### config.mk
export PLATFORM = sky130hd
export DESIGN_NAME = adc_lane_aligner
export DESIGN_NICKNAME = d
export VERILOG_FILES = /design/src/rtl/adc_lane_aligner.sv
export SDC_FILE = /design/constraint.sdc
export NUM_CORES = 1
export LEC_CHECK = 0
export BUFFER_PORTS_ARGS = -buffer_cell sky130_fd_sc_hd__buf_2
export CORE_MARGIN = 2
export CORE_UTILIZATION = 54
export DETAILED_ROUTE_END_ITERATION = 16
export GPL_ROUTABILITY_DRIVEN = 0
export PLACE_DENSITY = 0.83
export SYNTH_ARGS = -nofsm -noshare
export SYNTH_HDL_FRONTEND = slang
export SYNTH_SLANG_ARGS = --single-unit
### constraint.sdc
create_clock -name CLK -period 3.22 [get_ports CLK]
set_input_delay 0.644 -clock CLK [delete_from_list [all_inputs] [get_ports CLK]]
set_output_delay 0.644 -clock CLK [all_outputs]
set_load 0.01 [all_outputs]
### src/rtl/adc_lane_aligner.sv
// ADC lane aligner: bitslip-trains deserializer word alignment against a
// known frame-lane pattern, monitors lock, and outputs the bit-interleaved
// sample with valid/lock/error status.
module adc_lane_aligner #(
  parameter int         LANES         = 2,
  parameter int         BITS          = 8,
  parameter logic [7:0] FRAME_PATTERN = 8'hF0,
  parameter int         SETTLE_CYCLES = 4,
  parameter int         MAX_SLIPS     = 7,
  parameter int         LOCK_COUNT    = 16,
  parameter int         ERR_LIMIT     = 4
) (
  input  logic                              CLK,
  input  logic                              RST_N,
  input  logic                              start,
  input  logic [LANES*BITS-1:0]             lanes_in,
  input  logic [BITS-1:0]                   frame_in,
  output logic                              bitslip,
  output logic [LANES*BITS-1:0]             d_out,
  output logic                              d_valid,
  output logic                              locked,
  output logic                              align_err,
  output logic [$clog2(MAX_SLIPS+1)-1:0]    slip_count
);

  localparam int SCW = $clog2(MAX_SLIPS + 1);
  localparam int STW = $clog2(SETTLE_CYCLES + 1);
  localparam int MCW = $clog2(LOCK_COUNT + 1);
  localparam int ECW = $clog2(ERR_LIMIT + 1);

  localparam logic [BITS-1:0] FRAME     = FRAME_PATTERN[BITS-1:0];
  localparam logic [SCW-1:0]  SLIP_MAX  = SCW'(MAX_SLIPS);
  localparam logic [STW-1:0]  SETTLE_LD = STW'(SETTLE_CYCLES);
  localparam logic [MCW-1:0]  LOCK_W    = MCW'(LOCK_COUNT);
  localparam logic [ECW-1:0]  ERR_W     = ECW'(ERR_LIMIT);

  typedef enum logic [2:0] {
    S_IDLE,
    S_SETTLE,
    S_CHECK,
    S_SLIP,
    S_VERIFY,
    S_LOCKED,
    S_FAIL
  } state_t;

  state_t                  state_q;
  logic [STW-1:0]          settle_cnt_q;
  logic [SCW-1:0]          slip_cnt_q;
  logic [MCW-1:0]          match_cnt_q;
  logic [ECW-1:0]          err_cnt_q;
  logic                    bitslip_q;
  logic                    locked_q;
  logic                    align_err_q;
  logic                    d_valid_q;
  logic [LANES*BITS-1:0]   d_out_q;
  logic [LANES*BITS-1:0]   d_out_d;
  logic                    frame_match;
  logic [SCW-1:0]          slip_inc;

  // Frame compare, saturating slip increment and bit interleave
  always_comb begin
    frame_match = (frame_in == FRAME);
    slip_inc    = (slip_cnt_q == SLIP_MAX) ? slip_cnt_q : slip_cnt_q + 1'b1;
    d_out_d     = '0;
    for (int unsigned l = 0; l < LANES; l++) begin
      for (int unsigned j = 0; j < BITS; j++) begin
        d_out_d[(BITS-1-j)*LANES + l] = lanes_in[l*BITS + j];
      end
    end
  end

  // Sample register: one cycle of latency from lanes_in
  always_ff @(posedge CLK or negedge RST_N) begin
    if (!RST_N) begin
      d_out_q <= '0;
    end else begin
      d_out_q <= d_out_d;
    end
  end

  // Training / lock-monitor FSM with registered status outputs
  always_ff @(posedge CLK or negedge RST_N) begin
    if (!RST_N) begin
      state_q      <= S_IDLE;
      settle_cnt_q <= '0;
      slip_cnt_q   <= '0;
      match_cnt_q  <= '0;
      err_cnt_q    <= '0;
      bitslip_q    <= 1'b0;
      locked_q     <= 1'b0;
      align_err_q  <= 1'b0;
      d_valid_q    <= 1'b0;
    end else begin
      bitslip_q <= 1'b0;
      d_valid_q <= (state_q == S_LOCKED) && frame_match && !start;
      if (start) begin
        // start overrides every other transition, including lock loss and FAIL
        state_q      <= S_SETTLE;
        settle_cnt_q <= SETTLE_LD;
        slip_cnt_q   <= '0;
        match_cnt_q  <= '0;
        err_cnt_q    <= '0;
        locked_q     <= 1'b0;
        align_err_q  <= 1'b0;
      end else begin
        case (state_q)
          S_IDLE: begin
            state_q <= S_IDLE;
          end
          S_SETTLE: begin
            if (settle_cnt_q <= STW'(1)) begin
              state_q <= S_CHECK;
            end else begin
              settle_cnt_q <= settle_cnt_q - 1'b1;
            end
          end
          S_CHECK: begin
            if (frame_match) begin
              if (LOCK_COUNT == 1) begin
                state_q   <= S_LOCKED;
                locked_q  <= 1'b1;
                err_cnt_q <= '0;
              end else begin
                state_q     <= S_VERIFY;
                match_cnt_q <= MCW'(1);
              end
            end else if (slip_cnt_q == SLIP_MAX) begin
              state_q     <= S_FAIL;
              align_err_q <= 1'b1;
            end else begin
              // bitslip and slip_count move together on entry to SLIP
              state_q    <= S_SLIP;
              bitslip_q  <= 1'b1;
              slip_cnt_q <= slip_inc;
            end
          end
          S_SLIP: begin
            state_q      <= S_SETTLE;
            settle_cnt_q <= SETTLE_LD;
          end
          S_VERIFY: begin
            if (frame_match) begin
              if (match_cnt_q + 1'b1 == LOCK_W) begin
                state_q     <= S_LOCKED;
                locked_q    <= 1'b1;
                err_cnt_q   <= '0;
                match_cnt_q <= '0;
              end else begin
                match_cnt_q <= match_cnt_q + 1'b1;
              end
            end else begin
              match_cnt_q <= '0;
              if (slip_cnt_q == SLIP_MAX) begin
                state_q     <= S_FAIL;
                align_err_q <= 1'b1;
              end else begin
                state_q    <= S_SLIP;
                bitslip_q  <= 1'b1;
                slip_cnt_q <= slip_inc;
              end
            end
          end
          S_LOCKED: begin
            if (frame_match) begin
              err_cnt_q <= '0;
            end else if (err_cnt_q + 1'b1 == ERR_W) begin
              state_q      <= S_SETTLE;
              settle_cnt_q <= SETTLE_LD;
              locked_q     <= 1'b0;
              slip_cnt_q   <= '0;
              err_cnt_q    <= '0;
            end else begin
              err_cnt_q <= err_cnt_q + 1'b1;
            end
          end
          S_FAIL: begin
            state_q <= S_FAIL;
          end
          default: begin
            state_q <= S_IDLE;
          end
        endcase
      end
    end
  end

  assign bitslip    = bitslip_q;
  assign d_out      = d_out_q;
  assign d_valid    = d_valid_q;
  assign locked     = locked_q;
  assign align_err  = align_err_q;
  assign slip_count = slip_cnt_q;

endmodule

==> results, run 1 <==
- Counting flops with a built-in enable in the synthesized netlist gives 0.
- In this run the register-to-register setup slack is roughly 1.5 ns.
- The critical path launch point type is an input pin.
- The last element of the critical path is settle_cnt_q[2].
- The critical register-to-register path startpoint is state_q[1].
- The height of the chip is between 50 and 60 um.
- The library cell used most frequently in the layout, excluding fill and tap cells, is sky130_fd_sc_hd__buf_2.
- Relative to the synthesized area, the layout overhead comes to 21.8%.
- The die covers 3480 um2.
- In this run, synthesis produced a sequential element count of 37.
- The number of hold buffers added after CTS was 0.
- The layout cell share with drive strength beyond 1 is roughly a third.
- After detailed routing, the total wire length is 3.45 mm.
- The number of max-capacitance violations reported is 0.
- The number of antenna violations at the first check in global routing is 0.
- The via count of the first global-routing pass was ~1.3k.
- The total number of yosys warnings is 0.
- Static timing analysis puts the maximum clock frequency at between 0.5 and 0.6 GHz.
- The TritonCTS clock tree is done.
- The mapped netlist covers roughly 1600 um2.
- The number of distinct standard cells referenced by the synthesized netlist is 37.
- The number of nets in the synthesized netlist is 178.
- The worst-case headroom to the max-slew limit is 47.9%.
- In the final design database the tool counted around 230 nets.
- The final critical-path setup slack is ~1.3 ns.
- The total area inside the core boundary comes to 2810 um2.
- The number of port buffers is between 40 and 50.
- The final core utilization is between 70% and 80%.
- In this run, the number of DRC markers left after iteration 0 of detailed routing was between 50 and 60.
- The proportion of synthesized chip area in sequential cells is 56.7%.
- 50 I/O pins were placed.
- The cell taking the most area after synthesis is sky130_fd_sc_hd__dfrtp_1.
- The pre-CTS setup slack is between 0.9 and 1 ns.
- After synthesis, the share of flip-flops with an asynchronous set or reset is between 90% and 100%.
- The final hold violation count came to 0.
- The x dimension of the die is roughly 59 um.
- The effective utilization at floorplan is 58.3%.
- The final critical path takes up 60.6% of the cycle.
- The global-route wire length before repair is 5.81 mm.
- In this run the remaining antenna-violating nets after routing total 0.
- STA puts the critical path data arrival time at ~2.2 ns.
- For the worst-skew pair, the clock arrives at the later sink with an insertion delay of roughly 0.34 ns.
- The final route contains between 1k and 1.5k vias.
- The HPWL after detailed placement is approximately 2.6 mm.
- The number of search-and-repair iterations in the first detailed-routing pass is 4.
- The flow ran to the end, and the final reports show no timing, DRC or antenna violations.
- The top-area cell type share of the netlist area is between 50% and 60%.
- The count of instances resized after the clock tree is built is 0.
- The worst setup path startpoint is frame_in[1].
- Synthesis handed over a netlist of around 140 instances.
- The transition time at the pin with the least slew margin is 0.782 ns.
- The total overflow left after global routing is 0.
- The tightest min-delay check is of the in -> async type.
- The total negative slack is 0 ns.
- The worst setup path is captured at a flip-flop.
- The antenna diode instance count is 0.
- The longest clock path from root to sink contains 2 buffers.
- Measured in cells, the most critical reg-to-reg path has a length of 5.
- Yosys attributes the largest share of cell area to sky130_fd_sc_hd__dfrtp_1 57%, sky130_fd_sc_hd__ha_1 6.1%, sky130_fd_sc_hd__a21oi_1 4.0%.
- Setup repair after global routing left no endpoint under its margin.
- The shortest period the worst path allows is about 2 ns.
- The library cells used most frequently in the layout, excluding fill and tap cells, are 49 x sky130_fd_sc_hd__buf_2, 37 x sky130_fd_sc_hd__dfrtp_1, 13 x sky130_fd_sc_hd__a21oi_1.
- The ratio of routed vias to standard cells is 5.84.
- The reg-to-reg endpoint is slip_count[0].
- The CTS clock-pin slew for the worst setup and hold paths is 0.11 ns.
- Data on the critical path is required at its endpoint by between 3 and 4 ns.
- CTS built an H-tree with a depth of 2.
- IR analysis of the VDD net gives a maximum drop of 298 uV.
- Dividing the detail-routed wire length by the instance count gives approximately 15 um.
- Entering global routing, the biggest net connects 38 pins.
- The critical path class is in -> reg.
- The buffer type at the clock tree root is sky130_fd_sc_hd__clkbuf_4.
- Post-CTS timing repair inserted 0 buffers for setup.
- Setup violations remaining at the end of the flow were counted as 0.
- Along the worst path, the maximum fanout reaches 12.
- In the global route stage, overall resource usage came out at approximately 23%.
- The most used flip-flop cell after synthesis is sky130_fd_sc_hd__dfrtp_1.
- The setup skew after layout is 0.00559 ns.
- The count of clock tree sinks is 37.
- The leakage dissipation is just under 1 nW.
- The CTS buffer count is 5.
- Dividing total power by cell area gives a power density of 521 nW/um2.
- The final routed DRC violation total is 0.
- The final count of pins violating max slew was 0.
- The cell row count is 19.
- After synthesis, the mean cell area works out to approximately 11 um2.
[worst min path at each step]
stage,depth (start not counted),end,slack [ns],start
final,1,d_out[3],0.37,RST_N
after global routing,1,d_out[14],0.38,lanes_in[0]
after CTS,1,state_q[0],0.39,RST_N
after detailed placement,2,align_err,0.50,align_err
after global placement,1,err_cnt_q[1],0.49,err_cnt_q[1]
after floorplan,0,align_err,0.35,RST_N
[cell type report]
class	count	area, um2
Clock buffer	6	51.3
Sequential cell	37	926
Multi-Input combinational cell	95	658
Fill cell	214	815
Clock inverter	2	37.5
Timing Repair Buffer	49	245
Tap cell	31	38.8
Inverter	9	33.8
[flip-flops by register name (all words and copies together) (netlist names)]
register / count
slip_count: 3
settle_cnt_q: 3
d_out: 16
err_cnt_q: 3
state_q: 3
locked: 1
align_err: 1
match_cnt_q: 5
d_valid: 1
bitslip: 1
[kinds of logic after synthesis]
family	Yosys count	synth area share, %
compound gates	46	19.2
fa+ha+maj	10	7.43
buf+inv	11	3.06
flops	37	56.7
mux	2	1.38
simple gates	37	12.3
[power by group]
part | internal, mW | total, mW | leakage [nW] | switching [mW]
sequential | 0.496 | 0.524 | 0.469 | 0.0272
clock | 0.184 | 0.338 | 0.0445 | 0.154
combinational | 0.0752 | 0.175 | 0.477 | 0.100
[cells in the mapped netlist (2+ instances only)]
master	number
sky130_fd_sc_hd__a22o_1	7
sky130_fd_sc_hd__nand2b_1	6
sky130_fd_sc_hd__o32ai_1	2
sky130_fd_sc_hd__o21ai_0	10
sky130_fd_sc_hd__dfrtp_1	37
sky130_fd_sc_hd__or2_2	2
sky130_fd_sc_hd__nor2_1	8
sky130_fd_sc_hd__mux2_2	2
sky130_fd_sc_hd__inv_1	9
sky130_fd_sc_hd__nor4_1	2
sky130_fd_sc_hd__nand2_1	9
sky130_fd_sc_hd__nor3_1	2
sky130_fd_sc_hd__ha_1	8
sky130_fd_sc_hd__o21a_1	2
sky130_fd_sc_hd__a31oi_1	3
sky130_fd_sc_hd__a21oi_1	13
[per-stage QoR]
step | hold slack, ns | cells | power (mW) | cell area [um2]
after global routing | 0.381 | 229 | 1.09 | 1990
final | 0.373 | 229 | 1.04 | 1990
after global placement | 0.488 | 221 | 0.689 | 1900
after floorplan | 0.348 | 143 | 0.638 | 1630
after detailed placement | 0.495 | 221 | 0.708 | 1900
after CTS | 0.392 | 229 | 1.04 | 1990
[critical path, stage by stage]
cell,delay (ns)
sky130_fd_sc_hd__buf_2,0.09
sky130_fd_sc_hd__or4_4,0.54
sky130_fd_sc_hd__or2_4,0.33
sky130_fd_sc_hd__a21oi_1,0.26
sky130_fd_sc_hd__nor2_1,0.10
sky130_fd_sc_hd__o21ba_2,0.22
[metal layers]
metal	track usage, %	routed length (um)	up-vias
li1	-	-	625
met1	26.2	1420	622
met2	38.3	1680	84
met3	6.99	289	7
met4	10.1	63	0
met5	0	0	-
(Power assumes the default switching activity.)
==> run 2: changes to the inputs <==
--- a/config.mk
+++ b/config.mk
@@ -7,10 +7,10 @@
 export LEC_CHECK = 0
 export BUFFER_PORTS_ARGS = -buffer_cell sky130_fd_sc_hd__buf_2
 export CORE_MARGIN = 2
-export CORE_UTILIZATION = 54
+export CORE_UTILIZATION = 50
 export DETAILED_ROUTE_END_ITERATION = 16
 export GPL_ROUTABILITY_DRIVEN = 0
-export PLACE_DENSITY = 0.83
+export PLACE_DENSITY = 0.78
 export SYNTH_ARGS = -nofsm -noshare
 export SYNTH_HDL_FRONTEND = slang
 export SYNTH_SLANG_ARGS = --single-unit
==> constraint.sdc (replaced) <==
create_clock -name CLK -period 1.8 [get_ports CLK]
set_input_delay 0.36 -clock CLK [delete_from_list [all_inputs] [get_ports CLK]]
set_output_delay 0.36 -clock CLK [all_outputs]
set_load 0.01 [all_outputs]
==> run 2 against run 1 <==
  * Global-route usage shrank 2.6 points
  * Critical path type is now reg -> reg
  * Wire length shrank 0.14%
  * Flip-flop and latch count is the same
  * Register-to-register slack lost 1.4 ns
  * Sequential power grew 79%
  * Clock skew is essentially flat
==> results, run 2 (synthesis results as in run 1) <==
- The run finished with clean final reports.
- After detailed routing, the number of remaining DRC violations is 0.
- The final hold violation count is 0.
- The register with the most flip-flops in the layout has 16 of them.
- The worst pin sits at a relative slew slack of 69.5%.
- For the pin with the worst max-slew slack, the measured transition is 0.457 ns.
- The count of hold-fix buffers inserted at cts is 0.
- The tool flagged a number of max-cap violations equal to 0.
- In this run the horizontal extent of the chip is 61.2 um.
- The final core utilization is between 60% and 70%.
- The path category of the worst min-delay check is in -> async.
- The library cell used most frequently in the layout, excluding fill and tap cells, is sky130_fd_sc_hd__buf_2.
- Setup repair after global routing left no endpoint under its margin.
- The CTS buffer count is 5.
- The depth of the worst register-to-register path is 5.
- For this run, the total global-route usage over all layers was measured as 20.0%.
- The worst ir drop on vdd is approximately 500 uV.
- Data on the critical path arrives at its endpoint at ~2.0 ns.
- The initial DRC count is 53.
- Across all layers, the routed design uses roughly 1.4k vias.
- For the worst setup path, the data required time is 2.04 ns.
- The setup check on the worst reg-to-reg path leaves a slack of 0.07 ns.
- The post-detailed-route count of antenna-violating nets is 0.
- The placed instances occupy a cell area of between 1500 and 2000 um2.
- Clock latency on the worst-skew pair, taken at its later pin, is between 0.3 and 0.4 ns.
- Summing all non-filler instances in the final layout gives an area of about 2100 um2.
- The number of search-and-repair iterations in the first detailed-routing pass is 4.
- The cell row count is 20.
- The TritonCTS clock tree is done.
- The worst path in the final design needs a cycle of between 1.5 and 2 ns, including I/O delays and setup.
- The buffer type at the clock tree root is sky130_fd_sc_hd__clkbuf_4.
- Tracing the worst setup path back leads to its startpoint at state_q[2].
- The region available for standard cell placement spans 3080 um2.
- The clock drives 37 sinks.
- The area of the die is 3740 um2.
- The total power of the final layout is between 1.5 and 2 mW.
- Setup slack on the critical path of the routed design comes to 0.0704 ns.
- Entering global routing, the biggest net connects 38 pins.
- The number of antenna diodes in the final layout is 0.
- The global-route wire length before repair is between 5 and 6 mm.
- The count of buffers added on input and output ports is 49.
- The critical path launch point type is a flip-flop.
- The number of nets in the layout is 240.
- The post-CTS setup-driven buffer insertion count is 0.
- The number of antenna violations at the first check in global routing was 0.
- The analysis attributes to cell leakage a power of about 1.0 nW.
- The type of element capturing the critical path is a flip-flop.
- The height of the chip is 61.2 um.
- After clock tree synthesis, the clock-pin slew on the worst setup and hold paths is about 0.11 ns.
- The maximum clock rate is ~0.58 GHz.
- In the finished design, the share of the clock period the worst path needs comes to 96.1%.
- The critical register-to-register path startpoint is state_q[2].
- The via count of the first global-routing pass came to around 1.2k.
- The area added between synthesis and finish is 27.2%.
- The last element of the critical path is slip_count[0].
- In this run the critical register-to-register path is captured at slip_count[0].
- The I/O pin count is 50.
- The layout cell share with drive strength beyond 1 is a little under two fifths.
- The average wire per standard cell is approximately 14 um.
- The clock arrives with ~0.0053 ns of skew.
- The pre-CTS setup slack is -0.223 ns.
- The final count of pins violating max slew was 0.
- The clock passes through at most 2 buffers.
- Power spread over the standard cell area amounts to 902 nW/um2.
- For this configuration, the core starts out at a cell density of 53.1%.
- The top cell types in the final layout, fill and taps aside, are 49 x sky130_fd_sc_hd__buf_2, 37 x sky130_fd_sc_hd__dfrtp_1, 12 x sky130_fd_sc_hd__a21oi_1.
- Setup violations remaining at the end of the flow were counted as 0.
- The filler cell count is 240.
- The HPWL after detailed placement is around 2.6 mm.
- The final wirelength is 3.45 mm.
- The maximum level of the CTS H-tree is 2.
- For this run the aggregate overflow at the end of global routing stands at 0.
- The critical path in this run is classified as reg -> reg.
- In this run the worst path has a maximum fanout of 8.
- Hold timing on the final database bottoms out at a slack of 0.0442 ns.
- The ratio of routed vias to standard cells is roughly 5.5.
## run 2: changes by cell type in the layout (fill, tap and decap cells not counted)
| cell | previous run | this run |
|---|---|---|
| sky130_fd_sc_hd__a21oi_1 | 13 | 12 |
| sky130_fd_sc_hd__buf_4 | 0 | 8 |
| sky130_fd_sc_hd__nor3b_1 | 1 | 0 |
| sky130_fd_sc_hd__ha_2 | 0 | 1 |
| sky130_fd_sc_hd__nor3b_2 | 0 | 1 |
| sky130_fd_sc_hd__a21oi_2 | 1 | 2 |
| sky130_fd_sc_hd__ha_1 | 8 | 7 |
## run 2: critical path, stage by stage, from the launching register on
cell                       delay, ns
sky130_fd_sc_hd__dfrtp_1        0.49
sky130_fd_sc_hd__nand2b_1       0.23
sky130_fd_sc_hd__a21oi_2        0.23
sky130_fd_sc_hd__a31oi_1        0.11
sky130_fd_sc_hd__or2_2          0.30
sky130_fd_sc_hd__mux2_2         0.27
## run 2: through the flow
stage / cells / TNS (ns)
floorplan: 143 / -0.157
global placement: 242 / -1.78
detailed placement: 242 / -2.46
CTS: 250 / 0
global route: 250 / 0
finish: 250 / 0
## run 2: power by group
part / switching, mW / total (mW) / internal, mW
combinational: 0.182 / 0.340 / 0.158
clock: 0.268 / 0.598 / 0.330
sequential: 0.0487 / 0.937 / 0.888
## run 2: worst min path at each step
stage                  to  slack, ns  depth (start not counted)
2_1_floorplan   align_err       0.06                          0
3_3_place_gp     d_out[9]       0.42                          2
3_5_place_dp     d_out[0]       0.43                          2
4_1_cts        state_q[2]       0.05                          2
5_1_grt          d_out[1]       0.07                          2
6_report         d_out[0]       0.04                          2
## run 2: area by class of cell
| class | instances | area, um2 | area share [%] |
|---|---|---|---|
| clock buffer | 6 | 51.3 | 2.47 |
| clock inverter | 2 | 37.5 | 1.81 |
| inverter | 9 | 33.8 | 1.63 |
| multi-input combinational | 95 | 669 | 32.2 |
| sequential | 37 | 926 | 44.6 |
| tap | 44 | 55.1 | 2.65 |
| timing repair buffer | 57 | 305 | 14.7 |
## run 2: repair_timing
action | 4_1_cts | 5_1_grt
setup endpoints to repair | 0 | 4
gates resized for setup | 0 | 3
endpoints found under the hold margin | 0 | 0
## run 2: layer usage
| layer | wire length, um | part of all wire, % | global-route usage (%) |
|---|---|---|---|
| met4 | 57 | 1.7 | 6.52 |
| met2 | 1660 | 48 | 35.3 |
| met1 | 1350 | 39 | 22.9 |
| met3 | 377 | 11 | 6.51 |
| met5 | 0 | 0 | 0 |
==> run 3: changes to the inputs <==
--- a/config.mk
+++ b/config.mk
@@ -10,6 +10,7 @@
 export CORE_UTILIZATION = 50
 export DETAILED_ROUTE_END_ITERATION = 16
 export GPL_ROUTABILITY_DRIVEN = 0
+export HOLD_SLACK_MARGIN = 0.05
 export PLACE_DENSITY = 0.78
 export SYNTH_ARGS = -nofsm -noshare
 export SYNTH_HDL_FRONTEND = slang
==> run 3 against run 2 <==
  * Flip-flop and latch count stayed put
  * Non-clock buffer count is 1 higher
  * Clock-buffer cell count did not move
  * Sequential share of layout area decreased by 0.21 points
  * Wire length grew 0.38%
  * Worst hold slack better by 0.074 ns
  * First-iteration DRC count up 26%
  * Fmax increased by 0.32%
  * Die area unchanged
  * Largest power group unchanged
==> results, run 3 (synthesis results as in run 1) <==
- The run finished with clean final reports.
- The core region is 3080 um2.
- Setup violations remaining at the end of the flow were counted as 0.
- The startpoint of the most critical hold path is lanes_in[13].
- Setup repair after global routing left no endpoint under its margin.
- The I/O pin count is 50.
- From left edge to right edge, the die measures about 60 um.
- The worst reg-to-reg setup slack is ~0.076 ns.
- For the worst setup path, the data required time is 2.04 ns.
- The number of buffers and inverters on the critical path is 0.
- After detailed routing, the number of remaining DRC violations is 0.
- Walking the worst path, the cells encountered are nand2b_1 -> a21oi_2 -> a31oi_1 -> or2_2 -> mux2_2.
- Of the cells placed in the final design, the portion with a size suffix greater than 1 is 38.2%.
- The leakage dissipation is slightly above 1 nW.
- The data arrival time at the worst-slack endpoint is slightly below 2 ns.
- The path class of the tightest hold or removal check is in -> reg.
- The biggest cell delay along the critical path is approximately 0.48 ns.
- The global-route wire length before repair is approximately 5.5 mm.
- The internal portion of the total power is around 1.4 mW.
- The tightest hold path in the finished design has a slack of approximately 0.12 ns.
- The finished cells cover approximately 2100 um2.
- In the final design database the tool counted between 200 and 250 nets.
- The critical path is of the reg -> reg type.
- The number of flip-flops in the largest register is 16.
- The cell row count is 20.
- The TritonCTS clock tree is done.
- The initial DRC count is 67.
- The type of element capturing the critical path is a flip-flop.
- For this design, the sink count on the clock tree is 37.
- The area of the die is 3740 um2.
- Clock tree synthesis inserted a total of 5 buffers.
- Counting instances, the worst hold path has a depth of 1.
- The number of antenna violations at the first check in global routing was 0.
- The endpoint of the worst hold path is d_out[5].
- The tool flagged a number of max-cap violations equal to 0.
- The worst-case clock buffer depth is 2.
- The area of placed instances is around 2000 um2.
- The maximum level of the CTS H-tree is 2.
- Of all nets on the critical path, the largest fanout is 8.
- The combinational power share is roughly 18%.
- The critical register-to-register path startpoint is state_q[2].
- The number of port buffers is roughly 50.
- Across every metal layer, demand over resource in global routing totals about 20%.
- The maximum clock rate is around 0.58 GHz.
- The most common library cell in the layout ignoring fill and taps is sky130_fd_sc_hd__buf_2.
- The number of antenna diodes in the final layout is 0.
- The worst-case IR drop observed on VDD is roughly 500 uV.
- The area growth from synthesis to layout is 27.8%.
- The final wirelength is ~3.5 mm.
- The critical path launch point type is a flip-flop.
- For the pin with the worst max-slew slack, the measured transition is between 0.4 and 0.5 ns.
- The clock reaches the later pin of the worst-skew pair after 0.34 ns.
- The post-detailed-route count of antenna-violating nets is 0.
- The number of cells on the worst reg-to-reg path is 5.
- The HPWL after detailed placement is ~2.6 mm.
- The switching portion of total power is between 20% and 30%.
- The total power of the final layout is ~1.9 mW.
- The final hold violation count is 0.
- The pin count of the biggest net entering global routing is 38.
- The cell type of the slowest stage on the worst timing path is sky130_fd_sc_hd__dfrtp_1.
- The shortest period the worst path allows is between 1.5 and 2 ns.
- Detailed routing inserted a total of between 1k and 1.5k vias.
- The height of the chip is 61.2 um.
- The part of the total power dissipated in sequential elements is between 40% and 50%.
- The final count of pins violating max slew is 0.
- In this run, the clock network consumes about a third of the power.
- The final clock period utilization by the worst path is 95.8%.
- The initial utilization of the core area, before any placement, comes to between 50% and 60%.
- Dividing total power by cell area gives a power density of between 800 and 900 nW/um2.
- The via count of the first global-routing pass came to about 1.2k.
- The total negative slack is 0 ns.
- Clock tree synthesis selected as its root buffer the cell sky130_fd_sc_hd__clkbuf_4.
- The average wire per standard cell is 13.8 um.
- The family with the most delay on the worst path is simple AND/OR/NAND/NOR gates.
- The ratio of routed vias to standard cells is 5.42.
- Measured against its own limit, the worst slew margin works out to 69.5%.
- The top cell types in the final layout, fill and taps aside, are 49 x sky130_fd_sc_hd__buf_2, 37 x sky130_fd_sc_hd__dfrtp_1, 12 x sky130_fd_sc_hd__a21oi_1.
- The reg-to-reg endpoint is slip_count[0].
- The analysis attributes to net switching a power of roughly 0.5 mW.
- The non-filler instance count after layout is approximately 250.
- For the final database, setup skew stands at approximately 0.006 ns.
- The CTS clock-pin slew for the worst setup and hold paths is 0.11 ns.
- The total congestion overflow after global routing is 0.
- The number of search-and-repair iterations in the first detailed-routing pass is 4.
- The instance count after placement with tap cells included is 242.
==> run 3: worst max path at each step <==
stage	startpoint	to	slack, ns	cells after the start
after floorplan	frame_in[1]	state_q[1]	-0.07	5
after global placement	frame_in[1]	settle_cnt_q[2]	-0.19	6
after detailed placement	frame_in[1]	settle_cnt_q[2]	-0.22	6
after CTS	state_q[2]	slip_count[0]	0.005	5
after global routing	state_q[2]	slip_count[0]	0.0008	5
final	state_q[2]	slip_count[0]	0.08	5
==> run 3: layer usage <==
| metal | global-route usage [%] | vias up | wire (um) |
|---|---|---|---|
| li1 | - | 642 | - |
| met1 | 22.9 | 641 | 1380 |
| met2 | 35.6 | 69 | 1670 |
| met3 | 6.51 | 8 | 353 |
| met4 | 6.52 | 0 | 57 |
| met5 | 0 | - | 0 |
==> run 3: timing repair <==
action                                 4_1_cts  5_1_grt
resized for setup                            0        3
hold buffers                                 1        0
endpoints found under the hold margin        1        0
setup endpoints to repair                    0        4
buffers inserted                             0        0
==> run 3: cell type report <==
| cell class | instances | area, um2 |
|---|---|---|
| clock buffer | 6 | 51.3 |
| clock inverter | 2 | 37.5 |
| fill | 238 | 990 |
| inverter | 9 | 33.8 |
| multi-input combinational | 95 | 669 |
| sequential | 37 | 926 |
| tap | 44 | 55.1 |
| timing repair buffer | 58 | 315 |
==> run 3: worst reg2reg max path, stage by stage, from the launching register on <==
cell and delay [ns]:
sky130_fd_sc_hd__dfrtp_1 0.48, sky130_fd_sc_hd__nand2b_1 0.23, sky130_fd_sc_hd__a21oi_2 0.23, sky130_fd_sc_hd__a31oi_1 0.11, sky130_fd_sc_hd__or2_2 0.30, sky130_fd_sc_hd__mux2_2 0.27
==> run 3: power groups by stage <==
stage / sequential, mW / clock, mW / combinational [mW]
6_report: 0.936 / 0.600 / 0.341
3_5_place_dp: 0.950 / 0 / 0.337
4_1_cts: 0.933 / 0.615 / 0.342
5_1_grt: 0.943 / 0.647 / 0.383
2_1_floorplan: 0.953 / 0 / 0.189
3_3_place_gp: 0.949 / 0 / 0.313
==> run 3: through the flow <==
stage | utilization, % | setup slack, ns
after floorplan | - | -0.0744
after global placement | 64.3 | -0.194
after global routing | 67.8 | 0.000794
after detailed placement | 64.3 | -0.223
final | 67.8 | 0.0759
after CTS | 67.5 | 0.00488
